$ cat config.mk
export PLATFORM = sky130hd
export DESIGN_NAME = seven_segment_arbiter
export DESIGN_NICKNAME = d
export VERILOG_FILES = /design/src/rtl/seven_segment_arbiter.sv
export SDC_FILE = /design/constraint.sdc
export NUM_CORES = 1
export LEC_CHECK = 0
export ABC_AREA = 1
export CORE_ASPECT_RATIO = 0.5
export CORE_MARGIN = 4
export CORE_UTILIZATION = 32
export CTS_CLUSTER_SIZE = 25
export DETAILED_ROUTE_END_ITERATION = 10
export SLEW_MARGIN = 10
export SYNTH_ARGS = -nofsm -noshare
export SYNTH_HDL_FRONTEND = slang
export SYNTH_SLANG_ARGS = --single-unit
$ cat constraint.sdc
create_clock -name i_clk -period 2.5 [get_ports i_clk]
set_input_delay 0.75 -clock i_clk [delete_from_list [all_inputs] [get_ports i_clk]]
set_output_delay 0.75 -clock i_clk [all_outputs]
set_load 0.01 [all_outputs]
$ cat src/rtl/seven_segment_arbiter.sv
// Round-robin arbiter that shares one two-digit seven-segment display between
// N_REQ requesters, holding each granted byte on the display for a fixed dwell.
module seven_segment_arbiter #(
  parameter int CLK_HZ  = 48_000_000,
  parameter int N_REQ   = 4,
  parameter int HOLD_MS = 500
) (
  input  logic                                  i_clk,
  input  logic                                  i_rst_n,
  input  logic [N_REQ-1:0]                      i_req_valid,
  input  logic [8*N_REQ-1:0]                    i_req_data,
  output logic [N_REQ-1:0]                      o_req_ready,
  output logic [7:0]                            o_data,
  output logic [((N_REQ > 1) ? $clog2(N_REQ) : 1)-1:0] o_owner,
  output logic                                  o_active
);

  localparam int HOLD_CYCLES = (CLK_HZ / 1000) * HOLD_MS;
  localparam int OW          = (N_REQ > 1) ? $clog2(N_REQ) : 1;
  localparam int CW          = $clog2(HOLD_CYCLES) + 1;

  typedef enum logic [1:0] {
    ST_IDLE  = 2'd0,
    ST_GRANT = 2'd1,
    ST_HOLD  = 2'd2
  } state_e;

  state_e            state_q,  state_d;
  logic [OW-1:0]     grant_q,  grant_d;
  logic [OW-1:0]     last_q,   last_d;
  logic [OW-1:0]     owner_q,  owner_d;
  logic [7:0]        data_q,   data_d;
  logic              active_q, active_d;
  logic [N_REQ-1:0]  ready_q,  ready_d;
  logic [CW-1:0]     cnt_q,    cnt_d;
  logic [OW-1:0]     pick_s;

  // Scan from last+N_REQ down to last+1 so the nearest valid index after last wins.
  function automatic logic [OW-1:0] rr_pick(input logic [N_REQ-1:0] valid,
                                            input logic [OW-1:0]    last);
    logic [OW-1:0] pick;
    int            idx;
    pick = last;
    for (int off = N_REQ; off >= 1; off--) begin
      idx  = (int'(last) + off) % N_REQ;
      pick = valid[idx] ? OW'(idx) : pick;
    end
    return pick;
  endfunction

  function automatic logic [N_REQ-1:0] onehot(input logic [OW-1:0] idx);
    return {{(N_REQ-1){1'b0}}, 1'b1} << idx;
  endfunction

  assign pick_s = rr_pick(i_req_valid, last_q);

  // Next-state and registered-output logic for the IDLE/GRANT/HOLD sequence.
  always_comb begin
    state_d  = state_q;
    grant_d  = grant_q;
    last_d   = last_q;
    owner_d  = owner_q;
    data_d   = data_q;
    active_d = active_q;
    ready_d  = {N_REQ{1'b0}};
    cnt_d    = cnt_q;
    case (state_q)
      ST_IDLE: begin
        if (|i_req_valid) begin
          grant_d = pick_s;
          ready_d = onehot(pick_s);
          state_d = ST_GRANT;
        end else begin
          state_d = ST_IDLE;
        end
      end
      ST_GRANT: begin
        // A requester that dropped valid during GRANT forfeits its turn.
        if (i_req_valid[grant_q]) begin
          data_d   = i_req_data[int'(grant_q)*8 +: 8];
          owner_d  = grant_q;
          last_d   = grant_q;
          cnt_d    = CW'(HOLD_CYCLES - 1);
          active_d = 1'b1;
          state_d  = ST_HOLD;
        end else begin
          state_d  = ST_IDLE;
        end
      end
      ST_HOLD: begin
        if (cnt_q == {CW{1'b0}}) begin
          active_d = 1'b0;
          state_d  = ST_IDLE;
        end else begin
          cnt_d    = cnt_q - CW'(1);
        end
      end
      default: begin
        active_d = 1'b0;
        state_d  = ST_IDLE;
      end
    endcase
  end

  // State and output registers; reset clears everything without a clock.
  always_ff @(posedge i_clk or negedge i_rst_n) begin
    if (!i_rst_n) begin
      state_q  <= ST_IDLE;
      grant_q  <= {OW{1'b0}};
      last_q   <= OW'(N_REQ - 1);
      owner_q  <= {OW{1'b0}};
      data_q   <= 8'h00;
      active_q <= 1'b0;
      ready_q  <= {N_REQ{1'b0}};
      cnt_q    <= {CW{1'b0}};
    end else begin
      state_q  <= state_d;
      grant_q  <= grant_d;
      last_q   <= last_d;
      owner_q  <= owner_d;
      data_q   <= data_d;
      active_q <= active_d;
      ready_q  <= ready_d;
      cnt_q    <= cnt_d;
    end
  end

  assign o_req_ready = ready_q;
  assign o_data      = data_q;
  assign o_owner     = owner_q;
  assign o_active    = active_q;

endmodule

==> results of run 1 <==
[power by group through the flow]
stage                     Clock, uW  Sequential (uW)  Combinational [uW]
after floorplan                   0             1340                1690
after global placement            0             1410                2380
after detailed placement          0             1410                2400
after CTS                       704             1400                2410
after global routing            741             1460                2730
final                           689             1400                2390
[worst min path at each step]
stage	from	to	slack, ns	cells after the start
floorplan	i_rst_n	cnt_q[0]	0.45	0
global placement	o_data[3]	o_data[3]	0.47	2
detailed placement	o_data[0]	o_data[0]	0.46	2
CTS	i_rst_n	o_data[5]	0.43	1
global route	i_rst_n	o_data[5]	0.45	1
finish	i_rst_n	o_data[5]	0.41	1
[synth_stat cells, drive strengths merged]
cell and number:
nand4 9, inv 36, xor2 5, o21ai 38, or2 6, ha 1
clkbuf 6, buf 8, nor2 74, o22ai 8, clkinv 1, a21boi 1
nand2 155, a21oi 2, nand3b 1, dfstp 2, nand3 50, dfrtp 45
xnor2 1
[per-layer routing]
metal	part of all wire, %	vias to the layer above	GRT usage [%]
met5	0	-	0
met4	1.4	0	4.356
met3	3.2	9	3.030
met2	45	43	24.07
met1	51	1330	20.78
li1	-	1552	-
[cell families (layout without fill, tap and decap cells)]
group                      count (synthesis)  in the layout  synth area share [%]
buffers and inverters                     51            108                 7.324
xor gates and xnor gates                   6              6                 1.748
adders and majority gates                  1              1                0.4161
and+or+nand+nor                          295            295                 41.36
DFF                                       47             47                 39.20
AOI/OAI and AO/OA                         49             49                 9.946
[cells in the final DEF (no fill, tap or decap), drive strengths merged]
cell and count:
or2 6, clkinv 1, xor2 5, inv 37, a21boi 1, nand4 9
nand3b 1, o22ai 8, o21ai 38, clkdlybuf4s50 51, a21oi 2, nand3 50
clkinvlp 1, nor2 74, clkbuf 6, dfrtp 45, xnor2 1, ha 1
dfstp 2, buf 12, nand2 155
[flip-flops by register name (all words and copies together) (netlist names)]
register and flops:
grant_q 2, state_q 2, o_active 1, o_owner 2
o_req_ready 4, cnt_q 26, o_data 8, last_q 2
[layout make-up]
class | count | area share [%]
multi-input combinational | 351 | 42.01
sequential | 47 | 30.79
timing repair buffer | 63 | 15.95
tap | 117 | 3.825
inverter | 37 | 3.629
clock buffer | 6 | 3.367
clock inverter | 2 | 0.4250
[worst reg2reg max path, cell delays in order (launching register included)]
cell and delay [ns]:
dfrtp_1 0.40, inv_1 0.12, ha_1 0.31, nand2_2 0.16, nor2_4 0.21, nand2_2 0.09, o21ai_4 0.20, buf_4 0.28
nand3_1 0.11, nand2_1 0.08
[per-stage QoR]
stage	std cells	power, uW	utilization [%]	setup slack [ns]	area (um^2)
finish	623	4481	42.92	0.4293	3827
global route	623	4927	42.92	0.2000	3827
CTS	623	4515	42.92	0.4344	3827
detailed placement	615	3812	41.29	0.1136	3682
global placement	615	3796	41.29	0.1844	3682
floorplan	449	3030	-	0.6951	3007
==> results.cfg, run 1 <==
[die]
placement_rows = 24
die_w_um = 145.1
die_area_um2 = 11100
core_area_um2 = 8919
start_util_pct = 33.71
io_pins = 53
die_h_um = 76.54

[pwr]
powerDensity_nw_per_um2 = 1171
p_int_uw = 2413
power.switching_uw = 2067
ir_drop_uv = 457.6
switching_share_pct = 46.13
combinationalPowerShare_pct = 53.3
p_clk_share_pct = 15.4
p_leak_uw = 0.001785
seqPwrFrac_pct = 31.3

[setup_path]
reg2regPathDepth = 9
rrSetupSlack_ns = 0.49
crit_arrival_ns = 2.29
slowest_delay_ns = 0.47
r2r_end = cnt_q[5]
critical-path-top-delay-family = buffers and inverters
worst-setup-path-type = in -> reg
path_cells = clkdlybuf4s50_1 > inv_1 > a21oi_1 > o21ai_0 > nand2_1 > nand3_1 > inv_1 > nand2_1 > o21ai_0
critPathLaunchType = primary input
cpMaxStageDelayCell = clkdlybuf4s50_1
endpoint = last_q[0]
crit_buf_inv = 3
critPathLaunch = i_req_valid[2]
critical_path.reg2reg.startpoint = cnt_q[0]
worstPathRequired_ns = 2.72
endpoint_kind = flop
crit_cells = 9
cp_max_fo = 12

[synthesis]
yosys.area.top_type = dfrtp_1
syn_area_um2 = 3007
synth_warnings = 0
syn-num-nets = 488
yosys_register_bits = 47
synth_top_cells_by_area = dfrtp_1, nand2_1, nor2_1
synthCells = 449
syn_area_per_cell_um2 = 6.696
synth-seq-area-share_pct = 39.20
yosysTopAreaCellShare_pct = 37.45
synth_cell_types = 27

[global_route]
grt.total_usage_pct = 15.08
antenna_found_initial = 0
overflow = 0
grt_pass1_vias = 2837
grt_pass1_wl_mm = 13.92
grt_max_degree = 37

[sta]
fmax_mhz = 482.9
drv_slew = 0
rsz0062_at_grt = no
hold_ws_ns = 0.4141
slew_headroom_pct = 66.46
setup_viol = 0
worst_slew_pin_slew_ns = 0.5031
period_share_pct = 82.83
fin_setup_tns_ns = 0
skew_ns = 0.005325
hold_viol = 0
min_period_ns = 2.071

[routing]
routed_wl_mm = 8.061
wl_per_cell_um = 12.94
drt-initial-drc-count = 192
viasPerCell = 4.709
first_pass_iters = 4
drc = 0
final_antenna_net_count = 0
via_count = 2934

[cells_and_area]
multiInputGateArea_um2 = 1608
fin_nets = 544
n_fill_cell = 914
n_antenna_cell = 0
syn_to_final_growth_pct = 27.30
drive_above_1_share_pct = 8.893
regArea_um2 = 1179

[clock_network]
insertion_delay_ns = 0.30
cts_hold_buf = 0
cts.sinks = 47
htreeDepth = 2
root_buffer = clkbuf_16
cts_setup_buffers = 0
cts_max_path_buffers = 2
cts.clk_slew.worst_paths_ns = 0.07
cts_resized = 0
numCtsBuffers = 5
cts_tree = done

[run]
drv_cap = 0

[placement]
hpwl_mm = 5.941
port_buffers = 52
gp_congestion = 0.8782

[hold_path]
worst_hold_path_type = in -> async

[status]
run_status = complete, no violations
Note: power is estimated with default switching activity, not from simulation.
==> inputs of run 2 (changes only) <==
- clock period: 2.5 -> 1.86 ns (I/O delays scaled with it)
==> run 2 against run 1 <==
Against the previous run: combinational power rose by 58%; final cell count rose by 2.6%; utilization rose by 3.1 points; routed wire length rose by 2.7%; critical path type is now reg -> out; largest cell class unchanged; highest routed layer unchanged.
==> results.cfg, run 2 (same netlist as run 1, synthesis figures left out) <==
[routing]
via_count = 3069
wl_per_cell_um = 12.96
drc = 0
drt-initial-drc-count = 151
final_antenna_net_count = 0
first_pass_iters = 4
routed_wl_mm = 8.279
viasPerCell = 4.803

[setup_path]
endpoint_kind = primary output
crit_arrival_ns = 1.22
slowest_delay_ns = 0.57
path_cells = clkdlybuf4s50_1
crit_buf_inv = 1
critical-path-top-delay-family = buffers and inverters
worst-setup-path-type = reg -> out
critPathLaunch = o_data[2]
critPathLaunchType = flop
cpMaxStageDelayCell = clkdlybuf4s50_1
critical_path.reg2reg.startpoint = cnt_q[4]
cp_max_fo = 2
worstPathRequired_ns = 1.30

[global_route]
grt_pass1_wl_mm = 13.86
grt.total_usage_pct = 14.83
overflow = 0
antenna_found_initial = 0
grt_pass1_vias = 2883
grt_max_degree = 48

[pwr]
combinationalPowerShare_pct = 57.5
p_clk_share_pct = 14.3
seqPwrFrac_pct = 28.3
ir_drop_uv = 711.6
powerDensity_nw_per_um2 = 1602
switching_share_pct = 44.66
p_int_uw = 3636
p_leak_uw = 0.001911
power.switching_uw = 2934

[clock_network]
cts_max_path_buffers = 2
cts_tree = done
root_buffer = clkbuf_16
numCtsBuffers = 5
cts.clk_slew.worst_paths_ns = 0.07
insertion_delay_ns = 0.29
htreeDepth = 2
cts.sinks = 47

[cells_and_area]
largest_register_ffs = 26
top_register = cnt_q
final_cell_mix = nand2_1, nor2_1, clkdlybuf4s50_1
n_antenna_cell = 0
fin_nets = 560
utilization_pct = 45.99
final_area_um2 = 4101
final_common_cell = nand2_1
syn_to_final_growth_pct = 36.41
n_fill_cell = 860
drive_above_1_share_pct = 15.71

[placement]
place_area_um2 = 3790
port_buffers = 52
post-place-ws_ns = -0.2718
gp_congestion = 0.8620
hpwl_mm = 5.994

[sta]
worst_slew_pin_slew_ns = 0.4045
fmax_mhz = 562.6
hold_viol = 0
skew_ns = 0.005301
slew_headroom_pct = 72.93
setup_viol = 0
min_period_ns = 1.778
worst_slack_ns = 0.08243
drv_slew = 0
period_share_pct = 95.57

[die]
die_area_um2 = 11100
die_h_um = 76.54
die_w_um = 145.1
placement_rows = 24
io_pins = 53
core_area_um2 = 8919
start_util_pct = 33.71

[status]
run_status = complete, no violations

[run]
drv_cap = 0

[hold_path]
worst_hold_path_type = in -> async
## run 2: cell count changes in the layout (fill, tap and decap cells not counted), moves of 3 or more
cell / previous run / this run
buf_4: 10 / 20
dfrtp_1: 45 / 42
dfrtp_2: 0 / 3
nand2_1: 152 / 148
nand2_2: 2 / 5
nor2_1: 68 / 61
nor2_2: 5 / 11
o21ai_0: 28 / 24
o21ai_1: 1 / 5
## run 2: power groups by stage
stage / Combinational (uW) / Sequential [uW] / Clock (uW)
2_1_floorplan: 2270 / 1800 / 0
5_1_grt: 4260 / 1920 / 998
4_1_cts: 3480 / 1830 / 962
3_3_place_gp: 3440 / 1850 / 0
6_report: 3780 / 1860 / 938
3_5_place_dp: 3470 / 1840 / 0
## run 2: area by class of cell
class / instances / area, um^2 / share of cell area, %
inverters: 37 / 138.9 / 3.386
repair buffers: 79 / 790.8 / 19.28
clock buffers: 6 / 138.9 / 3.386
clock inverters: 2 / 16.27 / 0.3966
well taps: 117 / 146.4 / 3.569
multi-input cells: 351 / 1688 / 41.15
flip-flops and latches: 47 / 1182 / 28.83
## run 2: final timing paths
path                        endpoint  slack, ns  cells after the start
min in group i_clk         o_data[0]       0.48                      2
setup / recovery           o_data[2]       0.08                      1
max in group asynchronous  last_q[0]       1.33                      2
setup reg to reg           cnt_q[24]       0.14                      9
hold / removal             o_data[6]       0.24                      2
hold reg to reg            o_data[0]       0.48                      2
## run 2: what timing repair did
action / CTS / global route
hold buffers: 0 / 0
gates resized for setup: 0 / 35
setup endpoints to repair: 0 / 45
endpoints found under the hold margin: 0 / 0
buffers inserted: 0 / 4
## run 2: layer usage
metal  vias up  part of all wire, %  routed length [um]  track usage, %
met5         -                    0                   0               0
met4         0                  1.1                  87           2.367
met3         8                  4.4                 366           3.030
met2        60                   46                3782           24.53
met1      1413                   49                4042           20.46
li1       1588                    -                   -               -
## run 2: stage by stage
| stage | power (uW) | instances | setup TNS (ns) | hold slack (ns) |
|---|---|---|---|---|
| floorplan | 4073 | 449 | 0 | 0.2624 |
| global placement | 5287 | 626 | -9.702 | 0.4655 |
| detailed placement | 5305 | 626 | -10.46 | 0.4643 |
| CTS | 6273 | 634 | 0 | 0.2530 |
| global route | 7175 | 639 | -0.01080 | 0.2629 |
| finish | 6571 | 639 | 0 | 0.2383 |
